`config.mk`:
```
export PLATFORM = sky130hd
export DESIGN_NAME = reset_sequencer
export DESIGN_NICKNAME = d
export VERILOG_FILES = /design/src/rtl/reset_sequencer_pkg.sv /design/src/rtl/reset_sequencer_sync.sv /design/src/rtl/reset_sequencer.sv
export SDC_FILE = /design/constraint.sdc
export NUM_CORES = 1
export LEC_CHECK = 0
export CORE_MARGIN = 4
export CORE_UTILIZATION = 46
export CTS_CLUSTER_DIAMETER = 80
export CTS_CLUSTER_SIZE = 16
export DETAILED_ROUTE_END_ITERATION = 10
export PLACE_DENSITY = 0.73
export SYNTH_ARGS = -nofsm -noshare
export SYNTH_HDL_FRONTEND = slang
export SYNTH_SLANG_ARGS = --single-unit
```
`constraint.sdc`:
```
create_clock -name clk -period 0.8 [get_ports clk]
set_clock_uncertainty 0.05 [all_clocks]
set_input_delay 0.16 -clock clk [delete_from_list [all_inputs] [get_ports clk]]
set_output_delay 0.16 -clock clk [all_outputs]
set_load 0.01 [all_outputs]
```
`src/rtl/reset_sequencer_pkg.sv`:
```
// Shared definitions for the reset sequencer: FSM state encoding and default timing.
package reset_sequencer_pkg;

    typedef enum logic [1:0] {
        S_HOLD    = 2'd0,
        S_RELEASE = 2'd1,
        S_RUN     = 2'd2
    } seq_state_e;

    localparam int unsigned DEF_NUM_STAGES  = 4;
    localparam int unsigned DEF_STAGE_DELAY = 16;

endpackage

```
`src/rtl/reset_sequencer_sync.sv`:
```
// Two-flop reset synchroniser: asserts asynchronously, deasserts on the second clock edge.
module rst_sync_2ff (
    input  logic clk,
    input  logic rst,
    output logic rst_sync
);

    logic meta_q;
    logic sync_q;

    always_ff @(posedge clk or posedge rst) begin
        if (rst) begin
            meta_q <= 1'b1;
            sync_q <= 1'b1;
        end else begin
            meta_q <= 1'b0;
            sync_q <= meta_q;
        end
    end

    assign rst_sync = sync_q;

endmodule

```
`src/rtl/reset_sequencer.sv`:
```
// Ordered per-subsystem reset release with soft-reset restart; every output is a flop.
module reset_sequencer
    import reset_sequencer_pkg::*;
#(
    parameter  int unsigned NUM_STAGES  = DEF_NUM_STAGES,
    parameter  int unsigned STAGE_DELAY = DEF_STAGE_DELAY,
    localparam int unsigned CNT_W       = $clog2(STAGE_DELAY) + 1,
    localparam int unsigned IDX_W       = $clog2(NUM_STAGES + 1)
) (
    input  logic                  clk,
    input  logic                  rst,
    input  logic                  soft_rst_req,
    output logic                  soft_rst_ack,
    output logic [NUM_STAGES-1:0] stage_rst,
    output logic [IDX_W-1:0]      stage_idx,
    output logic                  seq_done
);

    localparam logic [CNT_W-1:0] CNT_LAST = CNT_W'(STAGE_DELAY - 1);
    localparam logic [IDX_W-1:0] IDX_LAST = IDX_W'(NUM_STAGES - 1);

    logic                  rst_sync;
    seq_state_e            state_q;
    logic [CNT_W-1:0]      cnt_q;
    logic [NUM_STAGES-1:0] stage_rst_q;
    logic [IDX_W-1:0]      stage_idx_q;
    logic                  seq_done_q;
    logic                  ack_q;

    rst_sync_2ff u_rst_sync (
        .clk      (clk),
        .rst      (rst),
        .rst_sync (rst_sync)
    );

    // Releasing bit 0 first means each release is a left shift filling a zero.
    always_ff @(posedge clk or posedge rst_sync) begin
        if (rst_sync) begin
            state_q     <= S_HOLD;
            cnt_q       <= '0;
            stage_rst_q <= '1;
            stage_idx_q <= '0;
            seq_done_q  <= 1'b0;
            ack_q       <= 1'b0;
        end else begin
            ack_q <= 1'b0;
            case (state_q)
                S_HOLD, S_RELEASE: begin
                    if (cnt_q == CNT_LAST) begin
                        cnt_q       <= '0;
                        stage_rst_q <= stage_rst_q << 1;
                        stage_idx_q <= stage_idx_q + IDX_W'(1);
                        if (stage_idx_q == IDX_LAST) begin
                            state_q    <= S_RUN;
                            seq_done_q <= 1'b1;
                        end else begin
                            state_q <= S_RELEASE;
                        end
                    end else begin
                        cnt_q <= cnt_q + CNT_W'(1);
                    end
                end
                S_RUN: begin
                    if (soft_rst_req) begin
                        state_q     <= S_HOLD;
                        cnt_q       <= '0;
                        stage_rst_q <= '1;
                        stage_idx_q <= '0;
                        seq_done_q  <= 1'b0;
                        ack_q       <= 1'b1;
                    end
                end
                default: state_q <= S_HOLD;
            endcase
        end
    end

    assign soft_rst_ack = ack_q;
    assign stage_rst    = stage_rst_q;
    assign stage_idx    = stage_idx_q;
    assign seq_done     = seq_done_q;

endmodule

```
* After elaboration in Yosys (flattened, before gate mapping) *
Cells that the tools add are included.

word-level totals
  register bits = 18
  latch bits = 0
  bits in writable memories = 0
  ROM bits = 0
  output and inout port bits = 9
  word-level logic and storage cells = 43
  memories = 0

cells by class
  add/subtract/negate cells = 2
  multipliers = 0
  div/mod/pow operators = 0
  order comparisons = 0
  equal/unequal tests = 7
  shifts and indexed selects = 0
  multiplexer cells = 19
  bitwise gates (word level) = 0
  reductions and logical operators = 7

operator list
  cell                                                                   number
  5-bit 2-to-1 mux                                                       2
  5-bit case mux with 2 select lines                                     1
  4-bit 2-to-1 mux                                                       2
  4-bit case mux with 2 select lines                                     1
  2-bit 2-to-1 mux                                                       3
  3-bit 2-to-1 mux                                                       2
  2-bit != test, second input constant                                   3
  3-bit case mux with 2 select lines                                     1
  5-bit by 1-bit adder with 5-bit output, second input constant          1
  5-bit by 4-bit equality test with 1-bit output, second input constant  1
  1-bit 2-to-1 mux                                                       5
  2-bit case mux with 2 select lines                                     1
  2-bit AND reduction                                                    2
  4-bit AND reduction                                                    1
  3-bit by 1-bit adder with 3-bit output, second input constant          1
  3-bit by 2-bit equality test with 1-bit output, second input constant  1
  3-bit AND reduction                                                    1
  2-bit by 1-bit equality test with 1-bit output, second input constant  1
  2-bit equality test, second input constant                             1
  2-bit zero test                                                        1
  1-bit case mux with 2 select lines                                     1
  2-bit nonzero test                                                     1
  2-bit OR reduction                                                     1

* Longest topological paths before layout *
Gate-level depths: netlist (run 1).

  depth after elaboration = 4
  mapped depth = 5

* Modules after synthesis *
Synthesis (run 1) repeated with hierarchy kept, for this count alone.

unflattened totals
  cells, all modules = 65
  area, all modules = 807.0 um^2

modules (own cells, without submodules)
  module           times used  cells each  area each (um^2)  sequential area each (um^2)
  reset_sequencer  1           61          747.0             405.4
  rst_sync_2ff     1           4           60.1              52.6

* Worst setup path before layout (run 1) *
Ideal clock, no wire load.

  kind = reg2reg
  start = register stage_idx_q[0], in the netlist stage_idx[0]
  end = register seq_done_q, in the netlist seq_done
  data arrival time = 1.201 ns
  required time = 0.624 ns
  path slack = -0.577 ns
  cell stages (with the launch flop) = 6
  period minus slack after synthesis = 1.377 ns
  cell sequence = dfrtp_1 > ha_1 > ha_1 > inv_1 > o211a_1 > a221o_1

between the ends
  cells in the longest elaborated chain, start to end = 3

RTL lines
  element                                         RTL line               source
  start: declaration                              reset_sequencer.sv:26  logic [IDX_W-1:0] stage_idx_q;
  start signal: assignment                        reset_sequencer.sv:52  stage_idx_q <= stage_idx_q + IDX_W'(1);
  3-bit by 2-bit equality test with 1-bit output  reset_sequencer.sv:53  if (stage_idx_q == IDX_LAST) begin
  2-bit != test (no source line)                  --
  4-bit AND reduction (no source line)            --
  end signal: assignment                          reset_sequencer.sv:43  seq_done_q <= 1'b0;
  end signal: assignment                          reset_sequencer.sv:55  seq_done_q <= 1'b1;
  end signal: assignment                          reset_sequencer.sv:69  seq_done_q <= 1'b0;
  end: declaration                                reset_sequencer.sv:27  logic seq_done_q;

Every way passes these cells.
A chain may end at the register's enable or synchronous reset.

* Worst setup path in the final report (run 1) *
Ends and elaborated chain as after synthesis.

==> results of run 1 <==
[report_power, final]
group | switching, mW | internal [mW] | leakage (nW)
clock | 0.284 | 0.277 | 0.0210
sequential | 0.338 | 1.26 | 0.209
combinational | 1.10 | 1.64 | 0.407
total | 1.72 | 3.17 | 0.637
[per-stage QoR]
step	std cells	cell area [sq um]
detailed placement	112	1120
global route	128	1380
CTS	124	1290
floorplan	69	858
global placement	112	1120
finish	128	1380
[how the worst max path moves through the flow]
stage	start	to	slack, ns	depth (start not counted)
after floorplan	stage_idx[0]	seq_done	-0.58	5
after global placement	soft_rst_req	cnt_q[0]	-0.55	4
after detailed placement	soft_rst_req	cnt_q[0]	-0.60	4
after CTS	stage_idx[0]	seq_done	-0.58	6
after global routing	stage_idx[0]	seq_done	-0.65	6
final	stage_idx[0]	seq_done	-0.61	6
[kinds of logic after synthesis]
kind of cell / synth area share (%)
compound gates: 17.3
flops: 57.1
simple gates: 11.9
buf+inv: 6.08
fa+ha+maj: 4.68
other cells: 0.468
xor+xnor: 1.09
mux: 1.40
[layer usage]
metal  up-vias  GRT usage [%]  share of wire, %
met4         0           4.15               2.7
met5         -              0                 0
met1       364           22.0                39
met2        24           34.1                54
met3         6           4.22               3.7
li1        329              -                 -
[worst max-delay path, delay by kind of cell, from the launching register on]
| family | cells | cell delay, ns |
|---|---|---|
| compound gates | 2 | 0.47 |
| flops | 1 | 0.38 |
| fa+ha+maj | 2 | 0.26 |
| buf+inv | 2 | 0.15 |
[timing repair]
item                       in CTS  in global routing
cloned                          0                  0
setup endpoints to repair      25                 25
resized for setup              62                 13
setup buffers                   9                  7
pin swaps                       4                  6
[registers in the layout, indices dropped and copies added (netlist names)]
name and count:
state_q 2, stage_idx 3, u_rst_sync.rst_sync 1, soft_rst_ack 1, stage_rst 4, seq_done 1, u_rst_sync.meta_q 1, cnt_q 5
[synthesized netlist by cell type, types with 2 or more instances]
cell | number | area [sq um]
inv_1 | 8 | 30.0
ha_1 | 3 | 37.5
o211ai_1 | 3 | 22.5
dfrtp_1 | 12 | 300
o21ai_1 | 3 | 15.0
dfstp_2 | 6 | 158
a22o_1 | 3 | 26.3
a21oi_1 | 6 | 30.0
nor3_1 | 3 | 15.0
nor2_1 | 5 | 18.8
nand2b_1 | 2 | 12.5
[layout make-up]
cell class              instances  area [sq um]  area share [%]
well taps                      16          20.0            1.45
inverters                       8          35.0            2.53
flip-flops and latches         18           459            33.2
repair buffers                 41           392            28.3
clock buffers                   4          36.3            2.62
multi-input cells              41           442            31.9
==> results.json, run 1 <==
{
  "r2r_setup_slack_ns": -0.61,
  "violations": "setup timing",
  "syn_nets": 75,
  "routed_wl_mm": 2.37,
  "cts-root-buf": "clkbuf_4",
  "die_area_sq_mm": 0.00248,
  "final_cell_mix": "19 x buf_6, 17 x buf_4, 11 x dfrtp_1",
  "cts_tree": "yes",
  "finalNetCount": 119,
  "ys_types": 26,
  "synthFlopType": "dfrtp_1",
  "clkTransAtPathRegs_ns": 0.11,
  "numCtsBuffers": 3,
  "grt_use_total_pct": 18.7,
  "async_flop_share_pct": 100,
  "finalCritPeriodShare_pct": 177,
  "crit_path_frequent_cell": "ha_4",
  "layout_commonest_cell": "buf_6",
  "setup_violations": 25,
  "pre_cts_slack_ns": -0.597,
  "drtPass1Iterations": 4,
  "drv_slew": 0,
  "initial_core_util_pct": 50.9,
  "finalHoldViolCount": 0,
  "final_util_pct": 87.8,
  "ys_seq_area_share_pct": 57.1,
  "nFillCells": 73,
  "cts_max_path_buffers": 2,
  "gp_congestion": 0.829,
  "worstPathRequired_ns": 0.93,
  "postRouteAntennaNets": 0,
  "wl_per_cell_um": 18.5,
  "crit_chain": "buf_6 > ha_4 > ha_4 > inv_2 > o211a_1 > a221o_1",
  "cts_htree_levels": 1,
  "finalWorstSetupSlack_ns": -0.614,
  "die-height_um": 49.8,
  "place.port_buffers": 11,
  "vias_per_cell": 5.65,
  "hold_class": "in -> async",
  "r2r_start": "stage_idx[0]",
  "peakVddDrop_mv": 2.66,
  "critPathMaxFanout": 2,
  "hpwl_mm": 1.29,
  "netlist_area_sq_um": 802,
  "cp-start-kind": "register",
  "reg2reg_to": "seq_done",
  "p_total_mw": 4.89,
  "drt_iter0_drc": 12,
  "synth_warnings": 0,
  "outcome": "finished with violations",
  "synthCells": 69,
  "layout-drive-gt1-share_pct": 65.2,
  "hold_buffers": 0,
  "power_density_mw_per_mm2": 3540,
  "avgSynthCellArea_sq_um": 11.6,
  "period_minus_slack_ns": 1.41,
  "endpoint_kind": "register",
  "cp.arrival_ns": 1.54,
  "cts.sinks": 18,
  "die_w_um": 49.8,
  "holdWs_ns": 0.141,
  "synth_edf_count": 0,
  "ys_seq_elements": 18,
  "p_leak_nw": 0.637,
  "drc_errors": 0,
  "r2r_cells": 6,
  "max_freq_ghz": 0.707,
  "vias": 723,
  "grt_pass1_vias": 758,
  "core_region_area_sq_mm": 0.00158,
  "grt_pass1_wl_mm": 3.53,
  "rows": 14,
  "syn2layout_area_growth_pct": 72.5,
  "grt_overflow": 0,
  "crit_slowest_cell": "dfrtp_1",
  "io_pins": 12,
  "fin_setup_tns_ns": -10.93,
  "grt_max_degree": 17,
  "clk_latency_ns": 0.29,
  "antenna_cells": 0,
  "antenna_found_initial": 0,
  "path_class": "reg -> reg",
  "critPathMaxStageDelay_ns": 0.38,
  "rsz0062_at_grt": "true",
  "max_cap_violations": 0
}
Power figures use the tool's default switching activity.
==> run 2: changes to the inputs <==
CTS_CLUSTER_SIZE = not set   (was 16)
==> results of run 2 <==
Final layout, timing and power as in run 1 (identical DEF).
==> run 3: changes to the inputs <==
CTS_CLUSTER_DIAMETER = 120   (was 80)
==> results of run 3 <==
Final layout, timing and power as in run 1 (identical DEF).
